--- src/rtl/sram_port_arbiter.sv ---
// ============================================================================
// Module   : sram_port_arbiter
// Brief    : Round-robin arbiter and zero-fill sequencer for one RW0 SRAM port.
// Revision : 1.0
// ============================================================================
`default_nettype none

module sram_port_arbiter #(
    parameter int ADDR_W  = 9,
    parameter int DEPTH   = 512,
    parameter int DATA_W  = 128,
    parameter int MASK_W  = 4,
    parameter int INIT_EN = 1
) (
    input  logic              clock,
    input  logic              resetn,

    input  logic              a_req_valid,
    output logic              a_req_ready,
    input  logic              a_req_write,
    input  logic [ADDR_W-1:0] a_req_addr,
    input  logic [MASK_W-1:0] a_req_wmask,
    input  logic [DATA_W-1:0] a_req_wdata,
    output logic              a_rsp_valid,
    output logic [DATA_W-1:0] a_rsp_rdata,

    input  logic              b_req_valid,
    output logic              b_req_ready,
    input  logic              b_req_write,
    input  logic [ADDR_W-1:0] b_req_addr,
    input  logic [MASK_W-1:0] b_req_wmask,
    input  logic [DATA_W-1:0] b_req_wdata,
    output logic              b_rsp_valid,
    output logic [DATA_W-1:0] b_rsp_rdata,

    output logic              sram_en,
    output logic              sram_wmode,
    output logic [ADDR_W-1:0] sram_addr,
    output logic [MASK_W-1:0] sram_wmask,
    output logic [DATA_W-1:0] sram_wdata,
    input  logic [DATA_W-1:0] sram_rdata,

    output logic              init_done
);

    localparam logic [0:0]        ST_INIT    = 1'b0;
    localparam logic [0:0]        ST_ARB     = 1'b1;
    localparam logic [0:0]        ST_RESET   = (INIT_EN != 0) ? ST_INIT : ST_ARB;
    localparam logic              DONE_RESET = (INIT_EN == 0);
    localparam logic              OWNER_A    = 1'b0;
    localparam logic              OWNER_B    = 1'b1;
    localparam logic [ADDR_W-1:0] LAST_ADDR  = ADDR_W'(DEPTH - 1);

    logic [0:0]        state_q, state_d;
    logic [ADDR_W-1:0] init_cnt_q, init_cnt_d;
    logic              init_done_q, init_done_d;
    logic              last_grant_q, last_grant_d;
    logic              rsp_pending_q, rsp_pending_d;
    logic              rsp_owner_q, rsp_owner_d;

    logic              w_grant_a;
    logic              w_grant_b;
    logic              w_read_accept;

    // Grants are suppressed during reset so an INIT_EN=0 build stays quiet too.
    always_comb begin
        w_grant_a = 1'b0;
        w_grant_b = 1'b0;
        if (resetn && (state_q == ST_ARB)) begin
            w_grant_a = a_req_valid && (!b_req_valid || (last_grant_q == OWNER_B));
            w_grant_b = b_req_valid && (!a_req_valid || (last_grant_q == OWNER_A));
        end
    end

    assign w_read_accept = (w_grant_a && !a_req_write) || (w_grant_b && !b_req_write);

    always_ff @(posedge clock or negedge resetn) begin
        if (!resetn) begin
            state_q       <= ST_RESET;
            init_cnt_q    <= '0;
            init_done_q   <= DONE_RESET;
            last_grant_q  <= OWNER_B;
            rsp_pending_q <= 1'b0;
            rsp_owner_q   <= OWNER_A;
        end else begin
            state_q       <= state_d;
            init_cnt_q    <= init_cnt_d;
            init_done_q   <= init_done_d;
            last_grant_q  <= last_grant_d;
            rsp_pending_q <= rsp_pending_d;
            rsp_owner_q   <= rsp_owner_d;
        end
    end

    always_comb begin
        state_d       = state_q;
        init_cnt_d    = init_cnt_q;
        init_done_d   = init_done_q;
        last_grant_d  = last_grant_q;
        rsp_pending_d = 1'b0;
        rsp_owner_d   = rsp_owner_q;
        if (state_q == ST_INIT) begin
            // The counter parks on the last address instead of wrapping.
            if (init_cnt_q == LAST_ADDR) begin
                state_d     = ST_ARB;
                init_done_d = 1'b1;
            end else begin
                init_cnt_d  = init_cnt_q + 1'b1;
            end
        end else begin
            if (w_grant_a) begin
                last_grant_d = OWNER_A;
            end else if (w_grant_b) begin
                last_grant_d = OWNER_B;
            end
            rsp_pending_d = w_read_accept;
            if (w_read_accept) begin
                rsp_owner_d = w_grant_b ? OWNER_B : OWNER_A;
            end
        end
    end

    always_comb begin
        sram_en     = 1'b0;
        sram_wmode  = 1'b0;
        sram_addr   = '0;
        sram_wmask  = '0;
        sram_wdata  = '0;
        a_req_ready = w_grant_a;
        b_req_ready = w_grant_b;
        if (resetn) begin
            if (state_q == ST_INIT) begin
                sram_en    = 1'b1;
                sram_wmode = 1'b1;
                sram_addr  = init_cnt_q;
                sram_wmask = '1;
            end else if (w_grant_a) begin
                sram_en    = 1'b1;
                sram_wmode = a_req_write;
                sram_addr  = a_req_addr;
                sram_wmask = a_req_wmask;
                sram_wdata = a_req_wdata;
            end else if (w_grant_b) begin
                sram_en    = 1'b1;
                sram_wmode = b_req_write;
                sram_addr  = b_req_addr;
                sram_wmask = b_req_wmask;
                sram_wdata = b_req_wdata;
            end
        end
    end

    // Macro read data is forwarded straight through to the tagged owner only.
    assign a_rsp_valid = rsp_pending_q && (rsp_owner_q == OWNER_A);
    assign b_rsp_valid = rsp_pending_q && (rsp_owner_q == OWNER_B);
    assign a_rsp_rdata = a_rsp_valid ? sram_rdata : '0;
    assign b_rsp_rdata = b_rsp_valid ? sram_rdata : '0;
    assign init_done   = init_done_q;

endmodule

`default_nettype wire

--- config.mk ---
export PLATFORM = sky130hd
export DESIGN_NAME = sram_port_arbiter
export DESIGN_NICKNAME = d
export VERILOG_FILES = /design/src/rtl/sram_port_arbiter.sv
export SDC_FILE = /design/constraint.sdc
export NUM_CORES = 1
export LEC_CHECK = 0
export CAP_MARGIN = 40
export CELL_PAD_IN_SITES_DETAIL_PLACEMENT = 1
export CELL_PAD_IN_SITES_GLOBAL_PLACEMENT = 1
export CORE_AREA = 2 2 318 320
export CTS_BUF_LIST = sky130_fd_sc_hd__clkbuf_16
export DETAILED_ROUTE_END_ITERATION = 7
export DIE_AREA = 0 0 320 322
export PLACE_DENSITY = 0.5
export SLEW_MARGIN = 20
export SYNTH_ARGS = -nofsm -noshare
export SYNTH_HDL_FRONTEND = slang
export SYNTH_SLANG_ARGS = --single-unit
--- constraint.sdc ---
create_clock -name clock -period 2.1 [get_ports clock]
set_input_delay 0.21 -clock clock [delete_from_list [all_inputs] [get_ports clock]]
set_output_delay 0.21 -clock clock [all_outputs]
set_load 0.05 [all_outputs]
==> After elaboration in Yosys (flattened, before gate mapping) <==
Index checks and enable logic that the tools add are counted.
{ "totals": {"ff_bits": 14, "output_inout_bits": 404, "word_cells": 60} }
{ "op_classes": {"n_addsub": 1, "eq_ne": 1, "n_mux": 29, "bitwise_logic": 4, "reduce_logical": 19} }
{ "ops": {"columns": ["op", "n"], "rows": [
  ["2-to-1 mux 128 bit", 6],
  ["2-to-1 mux 9 bit", 4],
  ["2-to-1 mux 4 bit", 4],
  ["2-to-1 mux 1 bit", 15],
  ["adder 9 x 1 -> 9 bit, second input constant", 1],
  ["== test 9 bit, second input constant", 1],
  ["AND reduction 2 bit", 4],
  ["logical AND 1 bit", 7],
  ["zero test 1 bit", 4],
  ["NOT 1 bit", 4],
  ["logical OR 1 bit", 3],
  ["nonzero test 2 bit", 1]
]} }

==> Depth between registers and ports, before layout <==
{ "depth": {"word_depth": 8, "depth_mapped": 7, "depth_no_buf": 6} }

==> Worst setup path after synthesis <==
No wires, ideal clock.
{ "synth_timing": {"kind": "register -> output", "from": "register state_q", "to": "output sram_wmode", "arrival_time_ns": 1.987, "t_required_ns": 1.890, "slack_ns": -0.097, "stages_incl_launch_ff": 4, "n_path_buf": 1, "cell_sequence": "dfrtp_1 -> clkbuf_1 -> a21oi_1 -> o311a_1"} }
{ "synth_between": {"elab_chain_cells": 6, "elab_cells_between_ends": 7, "classes_between": "mux: 6; reduce/logical: 1"} }
{ "synth_rtl": {"columns": ["element", "line", "source"], "rows": [
  ["start: declaration", "54", "logic [0:0] state_q, state_d;"],
  ["start signal: assignment", "86", "state_q <= state_d;"],
  ["logical AND 1 bit", "69", "if (resetn && (state_q == ST_ARB)) begin"],
  ["2-to-1 mux 1 bit", "69", null],
  ["2-to-1 mux 1 bit", "143", "end else if (w_grant_b) begin"],
  ["2-to-1 mux 1 bit", "137", "end else if (w_grant_a) begin"],
  ["2-to-1 mux 1 bit *", "132", "if (state_q == ST_INIT) begin"],
  ["2-to-1 mux 1 bit *", "131", "if (resetn) begin"],
  ["end: declaration", "37", "output logic sram_wmode,"]
]} }
Every way passes the cells marked *; elsewhere a longest branch is shown, timed or not.

==> Worst setup path after layout <==
{ "layout_timing": {"from": "register last_grant_q", "to": "output sram_wdata[16]"} }
{ "layout_between": {"elab_chain_cells": 8, "elab_cells_between_ends": 11, "classes_between": "mux: 6; bitwise: 1; reduce/logical: 4"} }
{ "layout_rtl": {"columns": ["element", "line", "source"], "rows": [
  ["start: declaration", "57", "logic last_grant_q, last_grant_d;"],
  ["start signal: assignment", "89", "last_grant_q <= last_grant_d;"],
  ["NOT 1 bit", "71", "w_grant_b = b_req_valid && (!a_req_valid || (last_grant_q == OWNER_A));"],
  ["logical OR 1 bit", "71", null],
  ["logical AND 1 bit", "71", null],
  ["2-to-1 mux 1 bit", "69", null],
  ["2-to-1 mux 128 bit", "143", null],
  ["2-to-1 mux 128 bit *", "137", null],
  ["2-to-1 mux 128 bit *", "132", null],
  ["2-to-1 mux 128 bit *", "131", null],
  ["end: declaration", "40", "output logic [DATA_W-1:0] sram_wdata,"]
]} }
Marks and branches as above.

==> flow_summary_export.csv <==
group,metric,value,unit
place,numPlacedInstances,2652,
die,ios,820,
power,p_leak,8.08,nW
sta,rsz_0062_raised_after_global_routing,"yes",
setup_path,crit_path_start_kind,"flip-flop",
yosys,seq_area_frac_synth,0.0864,
yosys,synth-seq-cells,14,
setup_path,worstPathRequired,1890,ps
power,p_per_area,92.9,mW/mm2
clock_tree,cts_hold_buffers,0,
job,max_cap_viol_count,0,
place,placed_cell_area,0.0181,mm2
clock_tree,cts_root_buffer,"sky130_fd_sc_hd__clkbuf_16",
global_routing,antenna_found_initial,33,
sta,setup_viol,30,
setup_path,cp_slowest_cell,"sky130_fd_sc_hd__dfstp_2",
layout,n_fill_cell,11300,
yosys,post_synth_inst_count,571,
clock_tree,tritoncts_clock_tree,"done",
clock_tree,clock_sink_count,14,
place,place_congestion,0.929,
clock_tree,ctsLongestPathBuffers,2,
setup_path,regToRegEndpoint,"init_cnt_q[1]$_DFFE_PN0P_",
status,violated_checks,"negative setup slack",
min_path,holdCritPathClass,"in2async",
layout,stdcell_area,0.0196,mm2
sta,worst_clock_skew,2.60,ps
setup_path,critPathKind,"reg2out",
sta,max_freq,0.458,GHz
sta,worst_slew_pin_slew,509,ps
setup_path,cpPeakStageDelay,570,ps
sta,period_needed,2180,ps
route,finalWirelength,82.4,mm
layout,final_nets,1794,
power,p_total,1.82,mW
route,drt_iter0_drc,346,
setup_path,crit_path_frequent_cell,"sky130_fd_sc_hd__buf_12",
setup_path,ff2ff_path_depth,6,
die,die-area,0.103,mm2
yosys,warnings_from_yosys,0,
sta,postLayoutSetupSlackWorst,-83.4,ps
sta,post_route_clock_period_utilization,1.04,
clock_tree,clock_tree.htree_level_count,1,
global_routing,pin_count_of_the_biggest_net_entering_global_routing,85,
clock_tree,num_cts_buffers,3,
global_routing,global_route.overflow_total,0,
die,chipHeight,322,um
setup_path,timing.critical_path.arrival,1970,ps
status,outcome,"finished with violations",
yosys,syn_nets,989,
die,initial_core_util,0.0409,
global_routing,first_pass_grt_wire_length,101,mm
yosys,synth_area_per_cell,7.13,um2
setup_path,critical_r2r_launch,"init_cnt_q[0]$_DFFE_PN0P_",
route,wl_per_cell,30.7,um
clock_tree,path_clk_slew,50,ps
place,port_buffers,819,
setup_path,ff2ff_setup_slack,240,ps
layout,final_cell_mix,"sky130_fd_sc_hd__buf_12 (415), sky130_fd_sc_hd__clkdlybuf4s50_1 (413), sky130_fd_sc_hd__and2_1 (131), sky130_fd_sc_hd__and3_1 (129), sky130_fd_sc_hd__a22o_4 (113)",
route,route.detailed.vias_per_inst,3.11,
setup_path,timing.critical_path.buf_inv,3,
setup_path,top_cell_family_by_delay_on_the_critical_path,"flip-flops",
yosys,post_synth_instance_area,0.00407,mm2
global_routing,via_count_of_the_first_global_routing_pass,9038,
setup_path,cp-end-kind,"primary output",
setup_path,worstPathCellList,"nand2b_4, and3_4, buf_12, buf_12, a22o_4, buf_12",
die,core_region_area,0.0996,mm2
layout,post_route_cells_drive_above_1_share,0.441,
clock_tree,clk_latency,240,ps
sta,timing.slew.headroom,0.660,
layout,stdcell_count,2683,
sta,timing_max_transition_violations_final,0,
die,die_width,320,um
setup_path,path_max_fanout,13,
place,dp_hpwl,75.4,mm
die,core.rowCount,116,
layout,mostFrequentLayoutCell,"sky130_fd_sc_hd__buf_12",
layout,area_growth_syn_to_layout,381,%
route,post-route-drc-count,0,
global_routing,grtUsageTotal,0.149,
yosys,synth.distinct_cells,32,
route,vias,8357,
route,drt-pass1-iter-count,4,
sta,hold_viol,0,
route,drtAntennaViolNets,0,
power,power.ir.vdd_worst,0.266,mV
==> synthesized netlist by cell type <==
master                      number  area (um2)
sky130_fd_sc_hd__a31oi_1        13        81.3
sky130_fd_sc_hd__nor2b_1         1        6.26
sky130_fd_sc_hd__nand2_1         2        7.51
sky130_fd_sc_hd__and4_1          2        17.5
sky130_fd_sc_hd__nand3_1        16        80.1
sky130_fd_sc_hd__buf_6          12         135
sky130_fd_sc_hd__nand2b_4        1        13.8
sky130_fd_sc_hd__ha_1            2        25.0
sky130_fd_sc_hd__buf_1           1        3.75
sky130_fd_sc_hd__and2_1        132         826
sky130_fd_sc_hd__nand4b_1        1        8.76
sky130_fd_sc_hd__mux2_2          2        22.5
sky130_fd_sc_hd__buf_2          20         100
sky130_fd_sc_hd__xnor2_1         6        52.6
sky130_fd_sc_hd__and3_1        130         813
sky130_fd_sc_hd__xor2_1          1        8.76
sky130_fd_sc_hd__o21ai_0        10        50.1
sky130_fd_sc_hd__inv_2           1        3.75
sky130_fd_sc_hd__o2bb2ai_1       1        8.76
sky130_fd_sc_hd__clkbuf_1       48         180
sky130_fd_sc_hd__nor3_1          1        5.00
sky130_fd_sc_hd__a21oi_1        15        75.1
sky130_fd_sc_hd__inv_1           4        15.0
sky130_fd_sc_hd__o311a_1         1        10.0
sky130_fd_sc_hd__a21o_1          1        7.51
sky130_fd_sc_hd__nand4_1         2        12.5
sky130_fd_sc_hd__nor2_1          2        7.51
sky130_fd_sc_hd__a32oi_1         1        8.76
sky130_fd_sc_hd__dfstp_2         1        26.3
sky130_fd_sc_hd__dfrtp_1        13         325
sky130_fd_sc_hd__a21boi_4        1        18.8
sky130_fd_sc_hd__a22o_1        127        1110
==> how the worst max path moves through the flow <==
stage,startpoint,slack [ps],cells past startpoint,end
3_5_place_dp,resetn,-280,7,sram_wdata[17]
3_3_place_gp,resetn,-290,8,sram_wdata[104]
4_1_cts,last_grant_q$_DFFE_PN1P_,-100,7,sram_wdata[9]
6_report,last_grant_q$_DFFE_PN1P_,-80,6,sram_wdata[16]
2_1_floorplan,last_grant_q$_DFFE_PN1P_,40,6,sram_wdata[119]
5_1_grt,last_grant_q$_DFFE_PN1P_,-100,6,sram_wdata[16]
==> worst register-to-register path, stage by stage, from the launching register on <==
cell and delay [ps]:
sky130_fd_sc_hd__dfrtp_1 430, sky130_fd_sc_hd__ha_1 280, sky130_fd_sc_hd__and4_1 210, sky130_fd_sc_hd__ha_1 200, sky130_fd_sc_hd__nor2_1 90, sky130_fd_sc_hd__buf_4 190, sky130_fd_sc_hd__mux2_2 350
==> through the flow <==
stage | worst slack (ps) | hold WS (ps) | TNS (ps) | util
6_report | -83.4 | 157 | -736 | 0.196
5_1_grt | -104 | 179 | -2530 | 0.196
4_1_cts | -103 | 151 | -3800 | 0.190
3_5_place_dp | -279 | 460 | -13040 | 0.182
3_3_place_gp | -290 | 447 | -14320 | 0.182
2_1_floorplan | 38.7 | -85.6 | 0 | -
==> final cells by class <==
cell class,count,area (um2),share of cell area
Antenna cell,10,25.0,0.00128
Clock buffer,3,75.1,0.00384
Clock inverter,1,3.75,0.000192
Timing Repair Buffer,881,13100,0.670
Inverter,5,21.3,0.00109
Sequential cell,14,359,0.0184
Multi-Input combinational cell,471,4350,0.222
Tap cell,1298,1620,0.0830
==> state kept, by name (all words and copies together) (netlist names) <==
register and count:
init_cnt_q 9, init_done 1, last_grant_q 1, rsp_owner_q 1, rsp_pending_q 1, state_q 1
==> where the power goes <==
group	leakage (nW)	total, mW	internal (mW)	switching, mW
combinational	7.86	1.19	0.739	0.447
sequential	0.174	0.270	0.270	0
clock	0.0424	0.362	0.252	0.110
total	8.08	1.82	1.26	0.557
==> kinds of logic (layout without fill, tap and decap cells) <==
| family | Yosys count | count (layout) | synth area share |
|---|---|---|---|
| other | 0 | 10 | 0 |
| adder cells (fa/ha/maj) | 2 | 2 | 0.00615 |
| XOR/XNOR | 7 | 7 | 0.0151 |
| AO/OA/AOI/OAI | 170 | 170 | 0.337 |
| flip-flops | 14 | 14 | 0.0864 |
| multiplexers | 2 | 2 | 0.00553 |
| AND/OR/NAND/NOR | 290 | 290 | 0.442 |
| buffers and inverters | 86 | 890 | 0.108 |
==> timing repair <==
| item | CTS | global route |
|---|---|---|
| buffers inserted | 5 | 4 |
| endpoints found under the setup margin | 107 | 108 |
| cloned | 3 | 7 |
| pin swaps | 32 | 11 |
| gates resized for setup | 108 | 54 |
==> layer usage <==
metal  track usage  share of wire  wire length, um
met4        0.0172          0.017             1440
met5             0         0.0015              122
met2         0.262           0.49            40100
met3        0.0556          0.094             7750
met1         0.176           0.40            33000
No activity file was read; power rests on OpenSTA's default activity.
==> edit, RTL diff (same flow settings) <==
Reset style: synchronous (`resetn`), changed in one clocked block.
--- a/src/rtl/sram_port_arbiter.sv
+++ b/src/rtl/sram_port_arbiter.sv
@@ -74,7 +74,7 @@
 
     assign w_read_accept = (w_grant_a && !a_req_write) || (w_grant_b && !b_req_write);
 
-    always_ff @(posedge clock or negedge resetn) begin
+    always_ff @(posedge clock) begin
         if (!resetn) begin
             state_q       <= ST_RESET;
             init_cnt_q    <= '0;
Check against the original RTL: same outputs for any inputs over 10 cycles, from zero or initial values and one cycle with resetn low; that may be too few to reach the edited logic, so the function may still have changed.
==> edit against the original RTL <==
Sequential power increased by 2%; sequential cell count is the same; cell area shrank 5.6%; sequential share of layout area shrank 0.26 points; clock skew about the same; die area unchanged; register-to-register slack worse by 80 ps; combinational power fell by 8%; power down 4.1%; worst setup slack gained 130 ps; synthesized area about the same; routed wire length shrank 18%; critical endpoint is now sram_wdata[102]; highest routed layer unchanged.
==> edit: results (changes against the original RTL) <==
* Largest register FFs at 9 (unchanged)
* First DRT Iteration DRCs at 384 (was 346)
* CP max FO at 6 (was 13)
* Initial antenna violation count at 42 (was 33)
* P_sw at 482 uW (was 557 uW)
* Fin worst setup slack at 45.9 ps (was -83.4 ps)
* Vias at 8499 (was 8357)
* Global-route usage over all layers at 12.2% (was 14.9%)
* Largest cells by area after synthesis: a22o_1, and2_1, and3_1, dfxtp_1, clkbuf_1 (was a22o_1, and2_1, and3_1, dfrtp_1, clkbuf_1)
* Flop2flop setup slack at 160 ps (was 240 ps)
* Dpl ws at -195 ps (was -279 ps)
* FF-to-FF path depth at 7 (was 6)
* Wire per inst at 24.8 um (was 30.7 um)
* Peak supply drop at 0.131 mV (was 0.266 mV)
* Clock Latency Late Sink at 240 ps (about the same)
* CP endpoint: sram_wdata[102] (was sram_wdata[16])
* HPWL after DPL at 60.1 mm (was 75.4 mm)
* DR pass1 iterations at 4 (unchanged)
* Nets at 1821 (was 1794)
* Slew headroom at 60.8% (was 66.0%)
* Xor/xnor cell area share of the yosys netlist at 0.431% (was 1.51%)
* Layout fillers at 11400 (was 11300)
* Syn nets at 1011 (was 989)
* Commonest cells in the netlist: and2_1, and3_1, a22o_1 (unchanged)
* Synth Area in Adders at 0.615% (about the same)
* Mean number of vias per cell at 3.14 (was 3.11)
* Post-synthesis mux area share at 0% (was 0.554%)
* Reg2reg end: init_cnt_q[5]$_SDFFE_PN0P_ (was init_cnt_q[1]$_DFFE_PN0P_)
* Hold WC Path Type: reg -> reg (was in -> async)
* Vias in the first global route at 9036 (was 9038)
* PortBufs at 819 (unchanged)
* Ratio of cells with drive above 1 in the final layout at 36.6% (was 44.1%)
* Dpl cells at 2688 (was 2652)
* Cells after Synth at 593 (was 571)
* Critical Path Start: state_q$_SDFF_PN0_ (was last_grant_q$_DFFE_PN1P_)
* Clock Skew at 2.20 ps (was 2.60 ps)
* Arrival time worst endpoint at 1840 ps (was 1970 ps)
* Distinct cells, synth at 31 (was 32)
* Top_reg_cell synth: dfxtp_1 (was dfrtp_1)
* Gp weighted congestion at 0.877 (was 0.929)
* H-tree depth at 1 (unchanged)
* Leakage at 7.40 nW (was 8.08 nW)
* Ys async rst share at 0% (was 100%)
* Status: complete, no violations (was finished, violations left)
* Register area share after synthesis at 6.89% (was 8.64%)
* First-pass GRT wire length at 86.2 mm (was 101 mm)
* Compound-Gate Fraction of Synth Area at 35.3% (was 33.7%)
* Reg-to-reg critical path startpoint: init_cnt_q[0]$_SDFFE_PN0P_ (was init_cnt_q[0]$_DFFE_PN0P_)
* Largest net degree at the start of global routing at 122 (was 85)
==> edit: per-stage QoR <==
step	area (um2)	hold slack, ps
6_report	18500	487
5_1_grt	18500	517
4_1_cts	18300	492
3_5_place_dp	17900	478
3_3_place_gp	17900	472
2_1_floorplan	4070	385
==> edit: final cells by class <==
type | count | area, um2 | share of cell area (%)
repair buffers | 888 | 12800 | 69.4
clock inverters | 1 | 3.75 | 0.0203
well taps | 1298 | 1620 | 8.79
multi-input cells | 491 | 3610 | 19.5
clock buffers | 3 | 75.1 | 0.406
flip-flops and latches | 14 | 292 | 1.58
inverters | 5 | 18.8 | 0.102
diodes | 11 | 27.5 | 0.149
==> edit: critical path, cell delays in order (launching register included) <==
cell     delay [ps]
dfxtp_4         360
and2_1          150
and2_4          200
buf_12          140
buf_16          140
buf_4           160
a22o_1          270
buf_12          160
==> edit: power by group through the flow <==
stage	clock (mW)	sequential, mW	combinational, mW
2_1_floorplan	0	0.281	0.0689
3_3_place_gp	0	0.280	1.10
3_5_place_dp	0	0.281	1.10
4_1_cts	0.372	0.276	1.12
5_1_grt	0.385	0.275	1.16
6_report	0.365	0.275	1.10
==> edit: cell families after synthesis <==
family / count (synthesis)
compound gates: 182
xor+xnor: 2
fa+ha+maj: 2
buf+inv: 88
flops: 14
simple gates: 305
==> edit: repair_timing <==
action	4_1_cts	5_1_grt
pin swaps	13	11
cloned	3	2
gates resized for setup	38	16
buffers inserted	4	1
hold buffers	0	0
endpoints found under the setup margin	121	96
hold endpoints to repair	0	0
==> edit: routing by layer <==
layer	GRT usage (%)	wire length, um
met5	0	275
met4	0.939	412
met3	6.49	8660
met2	20.4	31600
met1	14.2	26200
